<file path="src/rtl/accum_drain_axis.sv">
// accum_drain_axis
// ----------------
// Streams accumulator rows out of the core as a 64-bit AXI-Stream once the
// core has finished. Rows 0..rows-1 are read from the ARRAY_COL accumulator
// banks over a 1-cycle-latency read port. Each ARRAY_COL x 32-bit row is then
// serialised into ARRAY_COL/2 beats. Two row buffers (ping-pong) let the next
// row be fetched while the current one drains. With m_axis_tready held high,
// beats leave back-to-back across row boundaries.
//
// Ports
//   clk, rst        : clock, synchronous active-high reset
//   i_start         : one-cycle start pulse (ignored while o_busy)
//   cfg_rows        : rows to drain, sampled on an accepted start, saturates at DEPTH
//   o_busy          : high from the accepted start through the o_done cycle
//   o_done          : one-cycle pulse after the final beat handshake
//   o_rd_en         : bank read strobe, broadcast to all banks
//   o_rd_addr       : bank row address
//   i_rd_data       : bank read data, valid the cycle after o_rd_en; bank j at [32j+31:32j]
//   m_axis_tdata    : {col 2b+1, col 2b} for beat b
//   m_axis_tvalid   : beat valid
//   m_axis_tready   : downstream ready
//   m_axis_tlast    : last beat of the last row
//   o_dbg_state     : current FSM state (0 idle, 1 run, 2 done)
//
// Handshake: a beat transfers on a rising edge where m_axis_tvalid and
// m_axis_tready are both high. m_axis_tvalid, m_axis_tdata and m_axis_tlast
// are functions of registered state only, so they never depend on tready
// within a cycle. They stay stable from the first cycle of valid until that
// beat is transferred.

module accum_drain_axis #(
    parameter int ARRAY_COL  = 16,
    parameter int ADDR_WIDTH = 8
) (
    input  logic                      clk,
    input  logic                      rst,
    input  logic                      i_start,
    input  logic [ADDR_WIDTH:0]       cfg_rows,
    output logic                      o_busy,
    output logic                      o_done,
    output logic                      o_rd_en,
    output logic [ADDR_WIDTH-1:0]     o_rd_addr,
    input  logic [ARRAY_COL*32-1:0]   i_rd_data,
    output logic [63:0]               m_axis_tdata,
    output logic                      m_axis_tvalid,
    input  logic                      m_axis_tready,
    output logic                      m_axis_tlast,
    output logic [1:0]                o_dbg_state
);

    localparam int BEATS = ARRAY_COL / 2;
    localparam int BW    = (BEATS > 1) ? $clog2(BEATS) : 1;
    localparam int RW    = ADDR_WIDTH + 1;
    localparam logic [RW-1:0] DEPTH     = {1'b1, {ADDR_WIDTH{1'b0}}};
    localparam logic [BW-1:0] LAST_BEAT = BW'(BEATS - 1);

    typedef enum logic [1:0] {
        S_IDLE = 2'd0,
        S_RUN  = 2'd1,
        S_DONE = 2'd2
    } state_e;

    state_e                   state_q;
    logic                     busy_q;
    logic                     done_q;
    logic [RW-1:0]            rows_q;

    // Fetch side
    logic [RW-1:0]            fetch_row_q;   // next row to read
    logic                     fetch_buf_q;   // buffer the next read fills
    logic                     rd_en_q;
    logic [ADDR_WIDTH-1:0]    rd_addr_q;
    logic                     rd_buf_q;      // target of the read on the port now
    logic                     cap_q;         // read data arrives this cycle
    logic                     cap_buf_q;     // ... and belongs to this buffer

    // Row buffers
    logic [1:0]               full_q;
    logic [ARRAY_COL*32-1:0]  buf0_q;
    logic [ARRAY_COL*32-1:0]  buf1_q;

    // Drain side
    logic                     drain_buf_q;
    logic [BW-1:0]            beat_q;
    logic [RW-1:0]            drain_row_q;

    logic [RW-1:0]            rows_sat;
    logic                     tvalid;
    logic                     fire;
    logic                     row_end;
    logic                     last_row;
    logic [1:0]               reserved;
    logic [1:0]               free_now;
    logic [1:0]               freeing;
    logic                     issue;
    logic [ARRAY_COL*32-1:0]  sel_row;
    logic [63:0]              beat_data;

    always_comb begin
        rows_sat = (cfg_rows > DEPTH) ? DEPTH : cfg_rows;

        tvalid   = (state_q == S_RUN) && full_q[drain_buf_q];
        fire     = tvalid && m_axis_tready;
        row_end  = fire && (beat_q == LAST_BEAT);
        last_row = (drain_row_q == (rows_q - RW'(1)));

        // A buffer is committed from the edge its read is issued until the
        // edge its data is captured, even though it is not yet full.
        for (int b = 0; b < 2; b++) begin
            reserved[b] = (rd_en_q && (rd_buf_q == b[0])) || (cap_q && (cap_buf_q == b[0]));
            free_now[b] = !full_q[b] && !reserved[b];
            freeing[b]  = row_end && (drain_buf_q == b[0]);
        end

        // Fetch and drain both alternate between the two buffers, so rows
        // leave in order. The buffer being freed this cycle can be refilled at
        // once. It is only ever the fetch target when the other buffer is busy.
        issue = (state_q == S_RUN) && (fetch_row_q < rows_q) &&
                (free_now[fetch_buf_q] || freeing[fetch_buf_q]);

        sel_row   = drain_buf_q ? buf1_q : buf0_q;
        beat_data = '0;
        for (int b = 0; b < BEATS; b++) begin
            if (beat_q == BW'(b)) begin
                beat_data = sel_row[b*64 +: 64];
            end
        end
    end

    assign o_busy        = busy_q;
    assign o_done        = done_q;
    assign o_rd_en       = rd_en_q;
    assign o_rd_addr     = rd_addr_q;
    assign m_axis_tvalid = tvalid;
    assign m_axis_tdata  = tvalid ? beat_data : 64'd0;
    assign m_axis_tlast  = tvalid && (beat_q == LAST_BEAT) && last_row;
    assign o_dbg_state   = state_q;

    always_ff @(posedge clk) begin
        if (rst) begin
            state_q     <= S_IDLE;
            busy_q      <= 1'b0;
            done_q      <= 1'b0;
            rows_q      <= '0;
            fetch_row_q <= '0;
            fetch_buf_q <= 1'b0;
            rd_en_q     <= 1'b0;
            rd_addr_q   <= '0;
            rd_buf_q    <= 1'b0;
            cap_q       <= 1'b0;
            cap_buf_q   <= 1'b0;
            full_q      <= 2'b00;
            buf0_q      <= '0;
            buf1_q      <= '0;
            drain_buf_q <= 1'b0;
            beat_q      <= '0;
            drain_row_q <= '0;
        end else begin
            // Bank data arrives one cycle after the strobe.
            cap_q     <= rd_en_q;
            cap_buf_q <= rd_buf_q;
            if (cap_q) begin
                full_q[cap_buf_q] <= 1'b1;
                if (cap_buf_q) begin
                    buf1_q <= i_rd_data;
                end else begin
                    buf0_q <= i_rd_data;
                end
            end
            if (row_end) begin
                full_q[drain_buf_q] <= 1'b0;
            end

            case (state_q)
                S_IDLE: begin
                    rd_en_q <= 1'b0;
                    done_q  <= 1'b0;
                    if (i_start) begin
                        rows_q      <= rows_sat;
                        beat_q      <= '0;
                        drain_buf_q <= 1'b0;
                        drain_row_q <= '0;
                        busy_q      <= 1'b1;
                        if (rows_sat == '0) begin
                            state_q <= S_DONE;
                            done_q  <= 1'b1;
                        end else begin
                            // Row 0 is requested on the start edge itself.
                            state_q     <= S_RUN;
                            rd_en_q     <= 1'b1;
                            rd_addr_q   <= '0;
                            rd_buf_q    <= 1'b0;
                            fetch_row_q <= RW'(1);
                            fetch_buf_q <= 1'b1;
                        end
                    end
                end

                S_RUN: begin
                    rd_en_q <= issue;
                    if (issue) begin
                        rd_addr_q   <= fetch_row_q[ADDR_WIDTH-1:0];
                        rd_buf_q    <= fetch_buf_q;
                        fetch_buf_q <= ~fetch_buf_q;
                        fetch_row_q <= fetch_row_q + RW'(1);
                    end
                    if (fire) begin
                        if (beat_q == LAST_BEAT) begin
                            beat_q      <= '0;
                            drain_buf_q <= ~drain_buf_q;
                            drain_row_q <= drain_row_q + RW'(1);
                            if (last_row) begin
                                state_q <= S_DONE;
                                done_q  <= 1'b1;
                            end
                        end else begin
                            beat_q <= beat_q + BW'(1);
                        end
                    end
                end

                S_DONE: begin
                    rd_en_q <= 1'b0;
                    done_q  <= 1'b0;
                    busy_q  <= 1'b0;
                    state_q <= S_IDLE;
                end

                default: begin
                    rd_en_q <= 1'b0;
                    done_q  <= 1'b0;
                    busy_q  <= 1'b0;
                    state_q <= S_IDLE;
                end
            endcase
        end
    end

endmodule

</file>
<file path="config.mk">
export PLATFORM = sky130hd
export DESIGN_NAME = accum_drain_axis
export DESIGN_NICKNAME = d
export VERILOG_FILES = /design/src/rtl/accum_drain_axis.sv
export SDC_FILE = /design/constraint.sdc
export NUM_CORES = 2
export LEC_CHECK = 0
export CAP_MARGIN = 30
export CORE_ASPECT_RATIO = 0.7
export CORE_MARGIN = 8
export CORE_UTILIZATION = 35
export CTS_BUF_LIST = sky130_fd_sc_hd__clkbuf_16
export DETAILED_ROUTE_END_ITERATION = 16
export GPL_TIMING_DRIVEN = 0
export PLACE_DENSITY = 0.64
export SETUP_SLACK_MARGIN = 0.4
export SKIP_CTS_REPAIR_TIMING = 1
export SYNTH_ARGS = -nofsm -noshare
export SYNTH_HDL_FRONTEND = slang
export SYNTH_SLANG_ARGS = --single-unit
</file>
<file path="constraint.sdc">
create_clock -name clk -period 4 [get_ports clk]
set_clock_uncertainty 0.1 [all_clocks]
set_input_delay 0.4 -clock clk [delete_from_list [all_inputs] [get_ports clk]]
set_output_delay 0.4 -clock clk [all_outputs]
set_load 0.02 [all_outputs]
</file>
[Word-level counts from Yosys, hierarchy flattened]
Index checks and enable logic that the tools add are counted.
Storage, ports and cells
  word-level logic and storage cells: 157
  flip-flop bits (word level): 1074
  input port bits: 525
  output and inout port bits: 79
Operators by class
  bitwise logic cells: 8
  muxes and demuxes: 69
  magnitude comparators: 7
  reduce and logical (&&, ||, !) cells: 37
  equal/unequal tests: 15
  add/subtract/negate cells: 4
Operator list (number)
  64-bit 2-to-1 mux: 9
  512-bit 2-to-1 mux: 1
  9-bit 2-to-1 mux: 7
  9-bit case mux with 2 select lines: 2
  1-bit 2-to-1 mux: 25
  8-bit 2-to-1 mux: 3
  9-bit by 1-bit adder with 9-bit output (second input constant): 2
  1-bit logical AND: 17
  2-bit 2-to-1 mux: 8
  8-bit case mux with 2 select lines: 1
  3-bit == test (second input constant): 4
  1-bit case mux with 2 select lines: 6
  4-bit AND reduction: 3
  2-bit != test (second input constant): 5
  9-bit == test: 1
  9-bit greater-than comparator (second input constant): 1
  9-bit logical NOT: 1
  9-bit < comparator: 1
  3-bit 2-to-1 mux: 3
  9-bit by 1-bit subtractor with 9-bit output (second input constant): 1
  2-bit AND reduction: 4
  3-bit by 2-bit == test with 1-bit output (second input constant): 2
  1-bit by 2-bit < comparator with 1-bit output (second input constant): 3
  3-bit case mux with 2 select lines: 1
  17 further kinds: 29

[Logic depth before layout (Yosys ltp)]
  word-level depth: 12
  gate-level depth with buffers: 11
  gate-level depth less buffers: 8

[Worst setup path before layout]
OpenSTA, ideal clock, no wires.
  path kind: reg2out
  from: register beat_q[1]
  to: output port m_axis_tdata[57]
  arrival: 2329 ps
  cell stages (with the launch flop): 11
  setup slack: 1171 ps
  path buffers: 2
  path through: dfxtp_1 -> inv_1 -> ha_1 -> or3b_2 -> clkbuf_1 -> clkbuf_1 -> o221ai_1 -> a21oi_1 -> a211oi_1 -> o22ai_1 -> a21oi_1
Between the ends
  cells in the longest elaborated chain, start to end: 10
  elaborated cells on any way between the ends: 17
Ends and longest elaborated chain
  start, declared: line 84  | logic [BW-1:0] beat_q;
  start signal, assigned: line 217  | beat_q <= beat_q + BW'(1);
  3-bit logical NOT: line 124  | if (beat_q == BW'(b)) begin
  64-bit 2-to-1 mux (7 in series): line 124
  64-bit 2-to-1 mux (*): line 124
  64-bit 2-to-1 mux (*): line 135  | assign m_axis_tdata = tvalid ? beat_data : 64'd0;
  end, declared: line 44  | output logic [63:0] m_axis_tdata,
Every way passes the cells marked *; elsewhere a longest branch is shown, timed or not.

[Final worst setup path]
  from: register beat_q[1]
  to: output port m_axis_tdata[45]
The elaborated chain is that of the path after synthesis.

==> summary by stage <==
Status
The flow ran to the end, and the final reports show no timing, DRC or antenna violations.

Synthesis
The post-synthesis area per instance is 7.74 µm². The count of unique library cells instantiated by Yosys is 53. The share of synthesized registers carrying an async set or reset is 0. The cell count after synthesis is 5996. Of the post-synthesis cell area, the dominant cell type holds 0.463. In the synthesized netlist the dominant register cell turns out to be dfxtp_1. The most frequent cell after synthesis is nand2_1. Yosys attributes the largest share of cell area to dfxtp_1 (46%), nand2_1 (18%), a21oi_1 (13%), mux2i_1 (9.7%), clkbuf_1 (3.3%). Of the synthesized area, sequential elements account for 0.463. When the netlist entered floorplanning its net count stood at 6538.

Summing every instance area after synthesis gives 46400 µm². Counting instances in the post-synthesis netlist gives the leading cell types as nand2_1 (2215), a21oi_1 (1180), dfxtp_1 (1074). The count of flip-flops with a built-in enable after synthesis is 0. The largest area contributor in the netlist is dfxtp_1. Counting flops and latches in the post-synthesis netlist gives 1074. Yosys printed 0 warnings.

GRT
The via count of the first global-routing pass is 43167. The first-pass GRT wire length is 280000 µm. The pin count of the biggest net entering global routing is 15. The total global routing overflow is 0. The number of antenna violations at the first check in global routing was 127. The overall track demand over capacity in global routing is 0.253.

CTS
After clock tree synthesis, the clock-pin slew on the worst setup and hold paths is 0.07 ns. TritonCTS built the clock tree. Counting along the longest clock path gives a buffer depth of 3. The H-tree depth reported by CTS is 3.

The master cell of the clock root buffer is clkbuf_16. The number of clock sinks is 1074. The source-to-sink clock delay at the later pin of the worst-skew pair is 0.72 ns. The number of buffers created by CTS is 109.

Detailed routing
The total via count in the routed design is 46234. For this run, design rule violations remaining after detail routing come to 0. The detail-routed via count per cell is 5.34. The number of antenna-violating nets in the routed design is 0. Before antenna repair, the detailed router went through 5 iterations. The post-detailed-route wirelength per cell is 22.7 µm.

After detailed routing, the total wire length is 197000 µm. The DRC marker count from the first detailed-route iteration is 4471.

Timing
Static timing analysis puts the maximum clock frequency at 0.257 GHz. Setup repair after global routing could not meet its margin everywhere. Setup violations remaining at the end of the flow were counted as 0. The post-layout worst setup margin is 0.107 ns. The max-slew violation total from the final report came to 0.

The final period utilization is 0.973. The remaining max-slew budget at the tightest pin is 0.275. The hold violation count in the final report is 0. The clock period minus worst slack is 3.89 ns. At the pin with the least slew margin, the transition time is 1.09 ns.

Floorplanning
After floorplanning, the core was divided into 111 placement rows. In this run the count of I/O pins placed on the die edge is 604. The area of the die is 145000 µm². The initial standard-cell utilization of the core is 0.354. The core region is 131000 µm². The floorplan step set the die width to 451 µm. The y dimension of the die is 321 µm.

Pwr
The cell area power density is 389 nW/µm². Across the VDD grid, the largest voltage drop is 0.000331 V. The leakage power of the design is 18.4 nW.

Flow run
The max-cap violation count is 0.

Placement
The placed instances occupy a cell area of 54800 µm². The count of port buffers added during placement is 603. Including well taps, the total number of placed cells is 8358. At the end of routability-driven placement, the weighted congestion stood at 0.940.

The worst setup timing slack at the placement stage is -1.01 ns. The post-DP HPWL is 153000 µm.

Setup path
Walking the worst path, the cells encountered are inv_4 > ha_4 > or3b_4 > buf_12 > buf_4 > o221ai_2 > a21oi_2 > a211oi_2 > o22ai_2 > a21oi_2 > clkbuf_2. For the worst setup path, the data arrival time is 3.39 ns. The worst reg-to-reg setup slack is 0.99 ns. The kind of capture point of the worst setup path is an output port.

In this run the critical register-to-register path is launched from cap_q$_SDFF_PP0_. The slowest stage of the critical path is the or3b_4 cell. The most frequent cell on the critical path is a21oi_2. The endpoint identified for the worst register-to-register timing path is buf0_q[3]$_SDFFE_PP0P_. The peak per-stage delay on the critical path is 0.47 ns. Measured in cells, the most critical reg-to-reg path has a length of 6. The critical path required time is 3.50 ns.

The kind of start point of the critical path is a register. The type of the worst setup path is register to output port. The most critical setup path has its endpoint at m_axis_tdata[45]. The critical path launch point is beat_q[1]$_SDFFE_PP0P_.

The largest fanout on the critical path is 10.

Finish
Of the cells placed in the final design, the portion with a size suffix greater than 1 is 0.107. After the flow finishes, the layout carries non-filler instances totaling 8653. The area added between synthesis and finish is 30.5%.

Counting the fill cells in the layout gives 12885. The net count of the finished layout is 7270. Once layout is done, the placed cells without fillers occupy 60600 µm².

Hold path
The worst min-delay path class is primary input to register.
## flip-flops by register name (all words and copies together), names as in the netlist, 2 cells and up
name         cells
o_dbg_state      2
buf0_q         512
full_q           2
rows_q           9
fetch_row_q      9
o_rd_addr        8
drain_row_q      9
beat_q           3
buf1_q         512
## final cells by class
class | instances | area [µm²] | share of cell area
Multi-Input combinational cell | 4404 | 24700 | 0.407
Tap cell | 1751 | 2190 | 0.0361
Clock inverter | 89 | 722 | 0.0119
Timing Repair Buffer | 621 | 6130 | 0.101
Inverter | 15 | 58.8 | 0.000970
Sequential cell | 1074 | 21500 | 0.355
Buffer | 503 | 2360 | 0.0389
Clock buffer | 110 | 2750 | 0.0454
Antenna cell | 86 | 215 | 0.00355
## through the flow
| step | util | hold slack, ns | total power [W] | TNS, ns |
|---|---|---|---|---|
| 6_report | 0.462 | 0.137 | 0.0236 | 0 |
| 3_5_place_dp | 0.417 | 0.345 | 0.0133 | -39.64 |
| 2_1_floorplan | - | 0.333 | 0.0121 | 0 |
| 5_1_grt | 0.461 | 0.119 | 0.0243 | 0 |
| 4_1_cts | 0.444 | 0.0955 | 0.0235 | -91.00 |
| 3_3_place_gp | 0.417 | 0.338 | 0.0133 | -39.68 |
## where the power goes
part	leakage, nW	internal, W	switching, W
clock network	1.78	0.00569	0.00460
logic	7.98	0.000938	0.00132
registers	8.68	0.0109	0.000127
## cell usage in the layout (no fill, tap or decap), types with 8 or more instances in the layout
cell type           n
a21oi_4             8
inv_1              34
ha_1               14
nand2_1          2215
buf_8              12
clkinv_2           20
mux2_2             64
xnor2_1            12
mux2i_1           441
o21ai_0            83
diode_2            86
buf_4              60
clkbuf_2           54
clkdlybuf4s50_1   538
o221ai_2           39
clkbuf_1          344
o22ai_2            47
o221ai_4           21
clkbuf_16         113
dfxtp_1          1072
a21oi_1          1081
buf_2              23
a21oi_2            91
o22ai_1            17
nand3_1            12
nor2_1             23
nand4_1             8
a211oi_2           59
clkinv_1           25
buf_6              30
mux2i_2             9
a22oi_1            64
buf_1              28
clkbuf_4           28
bufinv_16          11
nor3_1             12
## worst min-delay path by stage
| stage | from | to | slack [ns] | cells past startpoint |
|---|---|---|---|---|
| after floorplan | buf1_q[320]$_SDFFE_PP0P_ | buf1_q[320]$_SDFFE_PP0P_ | 0.33 | 2 |
| after global placement | buf1_q[323]$_SDFFE_PP0P_ | buf1_q[323]$_SDFFE_PP0P_ | 0.34 | 2 |
| after detailed placement | buf1_q[357]$_SDFFE_PP0P_ | buf1_q[357]$_SDFFE_PP0P_ | 0.34 | 2 |
| after CTS | i_rd_data[286] | buf1_q[286]$_SDFFE_PP0P_ | 0.1 | 3 |
| after global routing | i_rd_data[286] | buf1_q[286]$_SDFFE_PP0P_ | 0.12 | 3 |
| final | i_rd_data[154] | buf0_q[154]$_SDFFE_PP0P_ | 0.14 | 3 |
## per-layer routing
layer  GRT usage  wire length, µm
met1       0.331            83100
met2       0.380            87800
met3      0.0596            15700
met4       0.151            10000
met5           0              305
## worst max-delay path: cells and delay by family, from the launching register on
kind	cells	cell delay, ns
AOI/OAI and AO/OA	5	0.98
buffers and inverters	4	0.65
and+or+nand+nor	1	0.47
DFF	1	0.38
adders and majority gates	1	0.16
## cell families after synthesis
logic type      count (synthesis)  share of synthesized area
buf+inv                       518                     0.0436
flops                        1074                      0.463
compound gates               1537                      0.181
xor+xnor                       18                    0.00339
mux                           514                      0.113
simple gates                 2318                      0.192
fa+ha+maj                      17                    0.00458
No activity file was read; power rests on OpenSTA's default activity.
